[src/rtl/key_debounce.sv]
// rtl/key_debounce.sv - per-key synchronizer, debouncer, press/release/long-press pulse generator
// Each channel is independent; raw pins are active-low and asynchronous to clk.
module key_debounce #(
  parameter int N_KEYS          = 6,
  parameter int DEBOUNCE_CYCLES = 120900,
  parameter int LONG_CYCLES     = 12090000
) (
  input  logic              clk,
  input  logic              rst,
  input  logic [N_KEYS-1:0] sw_n,
  output logic [N_KEYS-1:0] key_level,
  output logic [N_KEYS-1:0] key_press,
  output logic [N_KEYS-1:0] key_release,
  output logic [N_KEYS-1:0] key_long,
  output logic              any_key
);

  localparam int DW = $clog2(DEBOUNCE_CYCLES);
  localparam int HW = $clog2(LONG_CYCLES) + 1;
  localparam logic [DW-1:0] DB_LAST   = DW'(DEBOUNCE_CYCLES - 1);
  localparam logic [HW-1:0] HOLD_MAX  = HW'(LONG_CYCLES);
  localparam logic [HW-1:0] HOLD_LAST = HW'(LONG_CYCLES - 1);

  logic [N_KEYS-1:0] r_sync1;
  logic [N_KEYS-1:0] r_sync2;
  logic [N_KEYS-1:0] r_level;
  logic [N_KEYS-1:0] r_press;
  logic [N_KEYS-1:0] r_release;
  logic [N_KEYS-1:0] r_long;
  logic [DW-1:0]     r_db_cnt   [N_KEYS];
  logic [HW-1:0]     r_hold_cnt [N_KEYS];

  logic [N_KEYS-1:0] w_level_nxt;
  logic [N_KEYS-1:0] w_long_nxt;
  logic [DW-1:0]     w_db_nxt   [N_KEYS];
  logic [HW-1:0]     w_hold_nxt [N_KEYS];

  always_comb begin
    for (int i = 0; i < N_KEYS; i++) begin
      w_level_nxt[i] = r_level[i];
      w_db_nxt[i]    = '0;
      w_hold_nxt[i]  = r_hold_cnt[i];
      w_long_nxt[i]  = 1'b0;

      // Any agreement between sampled and debounced state restarts the window.
      if (r_sync2[i] != r_level[i]) begin
        if (r_db_cnt[i] == DB_LAST) begin
          w_level_nxt[i] = r_sync2[i];
        end else begin
          w_db_nxt[i] = r_db_cnt[i] + DW'(1);
        end
      end

      // Hold count stays 0 in the press cycle and counts from the next one on.
      if (!w_level_nxt[i]) begin
        w_hold_nxt[i] = '0;
      end else if (r_level[i] && (r_hold_cnt[i] != HOLD_MAX)) begin
        w_hold_nxt[i] = r_hold_cnt[i] + HW'(1);
      end

      w_long_nxt[i] = r_level[i] & w_level_nxt[i] & (r_hold_cnt[i] == HOLD_LAST);
    end
  end

  always_ff @(posedge clk) begin
    if (rst) begin
      r_sync1   <= '0;
      r_sync2   <= '0;
      r_level   <= '0;
      r_press   <= '0;
      r_release <= '0;
      r_long    <= '0;
      for (int i = 0; i < N_KEYS; i++) begin
        r_db_cnt[i]   <= '0;
        r_hold_cnt[i] <= '0;
      end
    end else begin
      r_sync1   <= ~sw_n;
      r_sync2   <= r_sync1;
      r_level   <= w_level_nxt;
      r_press   <= w_level_nxt & ~r_level;
      r_release <= ~w_level_nxt & r_level;
      r_long    <= w_long_nxt;
      for (int i = 0; i < N_KEYS; i++) begin
        r_db_cnt[i]   <= w_db_nxt[i];
        r_hold_cnt[i] <= w_hold_nxt[i];
      end
    end
  end

  assign key_level   = r_level;
  assign key_press   = r_press;
  assign key_release = r_release;
  assign key_long    = r_long;
  assign any_key     = |r_level;

endmodule

[config.mk]
export PLATFORM = sky130hd
export DESIGN_NAME = key_debounce
export DESIGN_NICKNAME = d
export VERILOG_FILES = /design/src/rtl/key_debounce.sv
export SDC_FILE = /design/constraint.sdc
export NUM_CORES = 1
export LEC_CHECK = 0
export ABC_AREA = 1
export BUFFER_PORTS_ARGS = -buffer_cell sky130_fd_sc_hd__buf_2
export CAP_MARGIN = 20
export CORE_UTILIZATION = 25
export CTS_BUF_LIST = sky130_fd_sc_hd__clkbuf_4 sky130_fd_sc_hd__clkbuf_8
export DETAILED_ROUTE_END_ITERATION = 10
export PLACE_DENSITY = 0.4
export SETUP_SLACK_MARGIN = 0.1
export SLEW_MARGIN = 30
export SYNTH_ARGS = -nofsm -noshare
export SYNTH_HDL_FRONTEND = slang
export SYNTH_SLANG_ARGS = --single-unit
export TNS_END_PERCENT = 1
[constraint.sdc]
create_clock -name clk -period 1.85 [get_ports clk]
set_clock_uncertainty 0.05 [all_clocks]
set_input_delay 0.0925 -clock clk [delete_from_list [all_inputs] [get_ports clk]]
set_output_delay 0.0925 -clock clk [all_outputs]
set_load 0.01 [all_outputs]
* After elaboration in Yosys (flattened, before gate mapping)
Memories as Yosys holds them, arrays and structs flattened.
Cells that the tools add are included.
** Word-level totals
- Word-level logic and storage cells :: 131
- Output and inout port bits :: 25
- Input bits :: 8
- Memory bits (writable) :: 252
- Register bits :: 36
- Memories kept :: 2
** Operators by class
- $add $sub $neg :: 12
- Equal/unequal tests :: 24
- Bitwise operators :: 29
- Reductions and logical operators :: 7
- Muxes and demuxes :: 51
** Memories
- r_hold_cnt :: words 6, bits a word 25, rd ports 6, clocked after memory_dff 0, wr ports 6, RTL line 31 : logic [HW-1:0] r_hold_cnt [N_KEYS];
- r_db_cnt :: words 6, bits a word 17, rd ports 6, clocked after memory_dff 0, wr ports 6, RTL line 30 : logic [DW-1:0] r_db_cnt [N_KEYS];
** Operators by type and width (number)
- 25-bit two-way mux :: 18
- 17-bit two-way mux :: 18
- 25-bit by 1-bit adder with 25-bit output (second input constant) :: 6
- 25-bit by 24-bit equality test with 1-bit output (second input constant) :: 6
- 25-bit by 24-bit inequality test with 1-bit output (second input constant) :: 6
- 17-bit by 1-bit adder with 17-bit output (second input constant) :: 6
- 17-bit equality test (second input constant) :: 6
- 6-bit NOT :: 3
- 1-bit two-way mux :: 15
- 1-bit AND :: 12
- 6-bit AND :: 2
- 1-bit bitwise OR :: 12
- 1-bit logical AND :: 6
- 1-bit inequality test :: 6
- 6-bit OR reduction :: 1

* Depth between registers and ports, before layout
- Depth in word-level cells :: 5
- Gate-level depth with buffers :: 11

* Worst setup path after synthesis
Ideal clock, no wire load.
- Path kind :: reg2reg
- From :: memory r_db_cnt[4][0] (netlist bit)
- To :: memory r_db_cnt[4][14] (netlist bit)
- Buffers on the path :: 0
- Stages on the path, launching flop included :: 9
- Slack :: 0.308 ns
- Arrival time :: 1.374 ns
- Clock period less this slack :: 1.542 ns
- Path through :: dfxtp_1 -> ha_1 -> nand3_1 -> nor2_2 -> nand2_1 -> nor2_2 -> nand2_1 -> nor3b_1 -> nor2_1
** RTL lines (RTL line)
- from (decl) :: 30

* Worst setup path after layout
- From :: register r_level[5], in the netlist key_level[5]
- To :: output port any_key
** Between the ends
- Cells in the longest elaborated chain, start to end :: 1
** Ends and longest elaborated chain
- from (decl) :: RTL line 26 : logic [N_KEYS-1:0] r_level;
- from (signal assigned) :: RTL line 80 : r_level <= w_level_nxt;
- 6-bit OR reduction :: RTL line 95 : assign any_key = |r_level;
- to (decl) :: RTL line 15 : output logic any_key
No other way between the ends.

==> run_results.csv <==
group,metric,value,unit
outcome,status,"complete, but fails checks",
outcome,violations,"setup timing",
cells_and_area,area_delta_synth_final,21.82,%
flow_run,drv_cap,0,
critical_path,cp_max_fo,2,
global_routing,grt_pass1_wl,69.09,mm
global_routing,grt_antenna_before_repair,0,
global_routing,grt_pass1_vias,14170,
floorplan,die-width,252.7,microns
sta,finalSetupViolCount,1,
sta,fin_tns_setup,-0.06885,ns
cells_and_area,ff_latch_area,5803,sq um
logic_synthesis,yosysWarnings,0,
pwr,ir_drop,0.0004033,V
min_path,min_from,"r_sync1[5]",
route,ant_nets,0,
critical_path,crit_start,"key_level[5]",
route,drt_wl_total,41.64,mm
critical_path,critical_path_required,1.71,ns
critical_path,rrSetupSlack,0.19,ns
route,dr.pass1.iters,7,
cells_and_area,layout_commonest_cell,"nand2_1",
placement,gp_congestion,0.8264,
route,vias_per_cell,4.360,
cells_and_area,drive_above_1_share,14.81,%
cts,cts-root-buf,"clkbuf_8",
global_routing,grt_max_degree,26,
sta,fin_worst_hold_slack,0.3578,ns
route,initialDrtViolationCount,758,
pwr,powerDensity,706.8,nW/um^2
route,route.detailed.drc,0,
cts,clk_latency,0.66,ns
sta,slew_headroom,67.49,%
floorplan,fp-row-count,91,
global_routing,grt.total_usage,13.04,%
critical_path,cp_data_arrival_time,1.78,ns
floorplan,core-area,61940,sq um
critical_path,worst-setup-path-type,"reg -> out",
logic_synthesis,ys_ff_latch,288,
cts,cts_buffer_depth,3,
min_path,hold_path_end,"r_sync2[5]",
min_path,min_path_type,"reg -> reg",
logic_synthesis,seq_area_frac_synth,36.69,%
floorplan,start_util,25.37,%
placement,dpl.hpwl,29.91,mm
placement,portBuffers,32,
floorplan,dieArea,63860,sq um
cts,cts_tree,"yes",
cells_and_area,multiInputGateArea,8853,sq um
route,post_drt_wl_per_cell,12.16,microns
sta,clock.fmax,521.1,MHz
cells_and_area,final_util,30.90,%
global_routing,overflow,0,
critical_path,endpoint_kind,"primary output",
cells_and_area,fin_nets,2565,
sta,worst_slew_pin_slew,0.4870,ns
cells_and_area,layout_common_cells,"nand2_1 (643), nor2_1 (373), dfxtp_1 (262), inv_1 (256), nand3_1 (191)",
critical_path,r2r_cells,8,
pwr,p_leak,0.006614,uW
cts,clk_pin_slew,0.06,ns
route,vias,14920,
logic_synthesis,syn_area_per_cell,6.501,sq um
logic_synthesis,ys_top_cells_by_area,"dfxtp_1 (37%), nand2_1 (16%), nor2_1 (9.6%)",
logic_synthesis,ys_types,41,
logic_synthesis,synth.largest_area_cell,"dfxtp_1",
cells_and_area,fin_cells,3423,
cts,clock_sinks,288,
cts,htreeDepth,2,
logic_synthesis,syn_area,15710,sq um
min_path,holdPathStages,2,
floorplan,chipHeight,252.7,microns
sta,fin_ws,-0.06885,ns
placement,dp_cells,3298,
cts,cts_buffers,58,
critical_path,worstSetupStartpointType,"flip-flop",
sta,post-route-period-util,103.7,%
critical_path,r2r_end,"r_hold_cnt[3][16]",
sta,hold_viol,0,
logic_synthesis,ys_async_sr_fraction,0,%
cells_and_area,nFillCells,6819,
logic_synthesis,synth_top_area_share,36.69,%
logic_synthesis,yosys_most_used_dff,"dfxtp_1",
logic_synthesis,syn_inst,2417,
logic_synthesis,syn-num-nets,2443,
floorplan,pin_count,33,
logic_synthesis,synth-edff-count,0,
critical_path,reg2reg_from,"r_hold_cnt[3][1]",
sta,period_minus_slack,1.919,ns
cells_and_area,diodes,0,
sta,rsz0062_at_grt,"true",
sta,final_max_slew_viol_count,0,
-- worst max-delay path, cell delays in order (launching register included) --
cell     delay, ns
dfxtp_2       0.32
buf_6         0.13
nor4_4        0.29
buf_4         0.18
nand3_4       0.08
buf_6         0.14
-- what timing repair did --
item                       in CTS  in global routing
setup buffers                   2                  0
setup endpoints to repair      27                169
hold endpoints to repair       27                  0
gates cloned                    1                  0
pin swaps                       2                 14
resized for setup              17                113
hold buffers                   15                  0
-- power by group --
group / leakage, uW / internal [uW] / total, uW / switching, uW
registers: 0.00234 / 6220 / 6230 / 8.23
logic: 0.00359 / 49.5 / 114 / 64.9
clock network: 0.000692 / 4230 / 7180 / 2950
-- sequential cells by signal, summed over array words and instances (netlist names) --
signal	cells
r_hold_cnt	150
key_long	6
key_release	6
r_db_cnt	102
key_level	6
r_sync1	6
key_press	6
r_sync2	6
-- cells by family (layout without fill, tap and decap cells) --
family,Yosys count,after routing,synth area share (%)
AND/OR/NAND/NOR,1473,1473,40.84
adder cells (fa/ha/maj),18,18,1.433
AO/OA/AOI/OAI,195,195,6.498
XOR/XNOR,100,100,5.574
buffers and inverters,343,512,8.958
flip-flops,288,288,36.69
-- cells in the mapped netlist, drive strengths merged (12+ instances only) --
library cell and instances:
nand2 658, nor2 431, dfxtp 288, inv 275, nand3 204, a21oi 152
nand4 75, nor3 62, xor2 62, buf 55, xnor2 38, o21ai 28
ha 18, nand3b 18, nor3b 12
-- how the worst max path moves through the flow --
stage                        end  slack [ns]  cells past startpoint
2_1_floorplan    r_db_cnt[4][14]        0.31                      8
5_1_grt                  any_key       -0.20                      5
4_1_cts                  any_key       -0.17                      5
3_5_place_dp   r_hold_cnt[0][12]        0.09                      9
6_report                 any_key       -0.07                      5
3_3_place_gp   r_hold_cnt[3][14]        0.12                      7
-- layer usage --
metal | vias up | GRT usage [%] | share of wire (%)
met1 | 6726 | 16.85 | 49
met3 | 88 | 2.286 | 3.5
met4 | 0 | 5.056 | 2.9
li1 | 7933 | - | -
met2 | 177 | 21.46 | 45
met5 | - | 0 | 0
-- area by class of cell --
class / count / area share (%)
clock buffer: 102 / 6.583
multi-input combinational: 1786 / 46.25
sequential: 288 / 30.32
timing repair buffer: 127 / 5.726
tap: 837 / 5.471
inverter: 278 / 5.471
clock inverter: 5 / 0.1765
-- stage by stage --
stage	cell area, sq um	worst slack [ns]	power [uW]
after floorplan	15710	0.3076	6411
after detailed placement	17240	0.09111	6456
after global placement	17240	0.1210	6455
after global routing	19140	-0.1994	14160
final	19140	-0.06885	13530
after CTS	18800	-0.1664	13920
No activity file was read; power rests on OpenSTA's default activity.
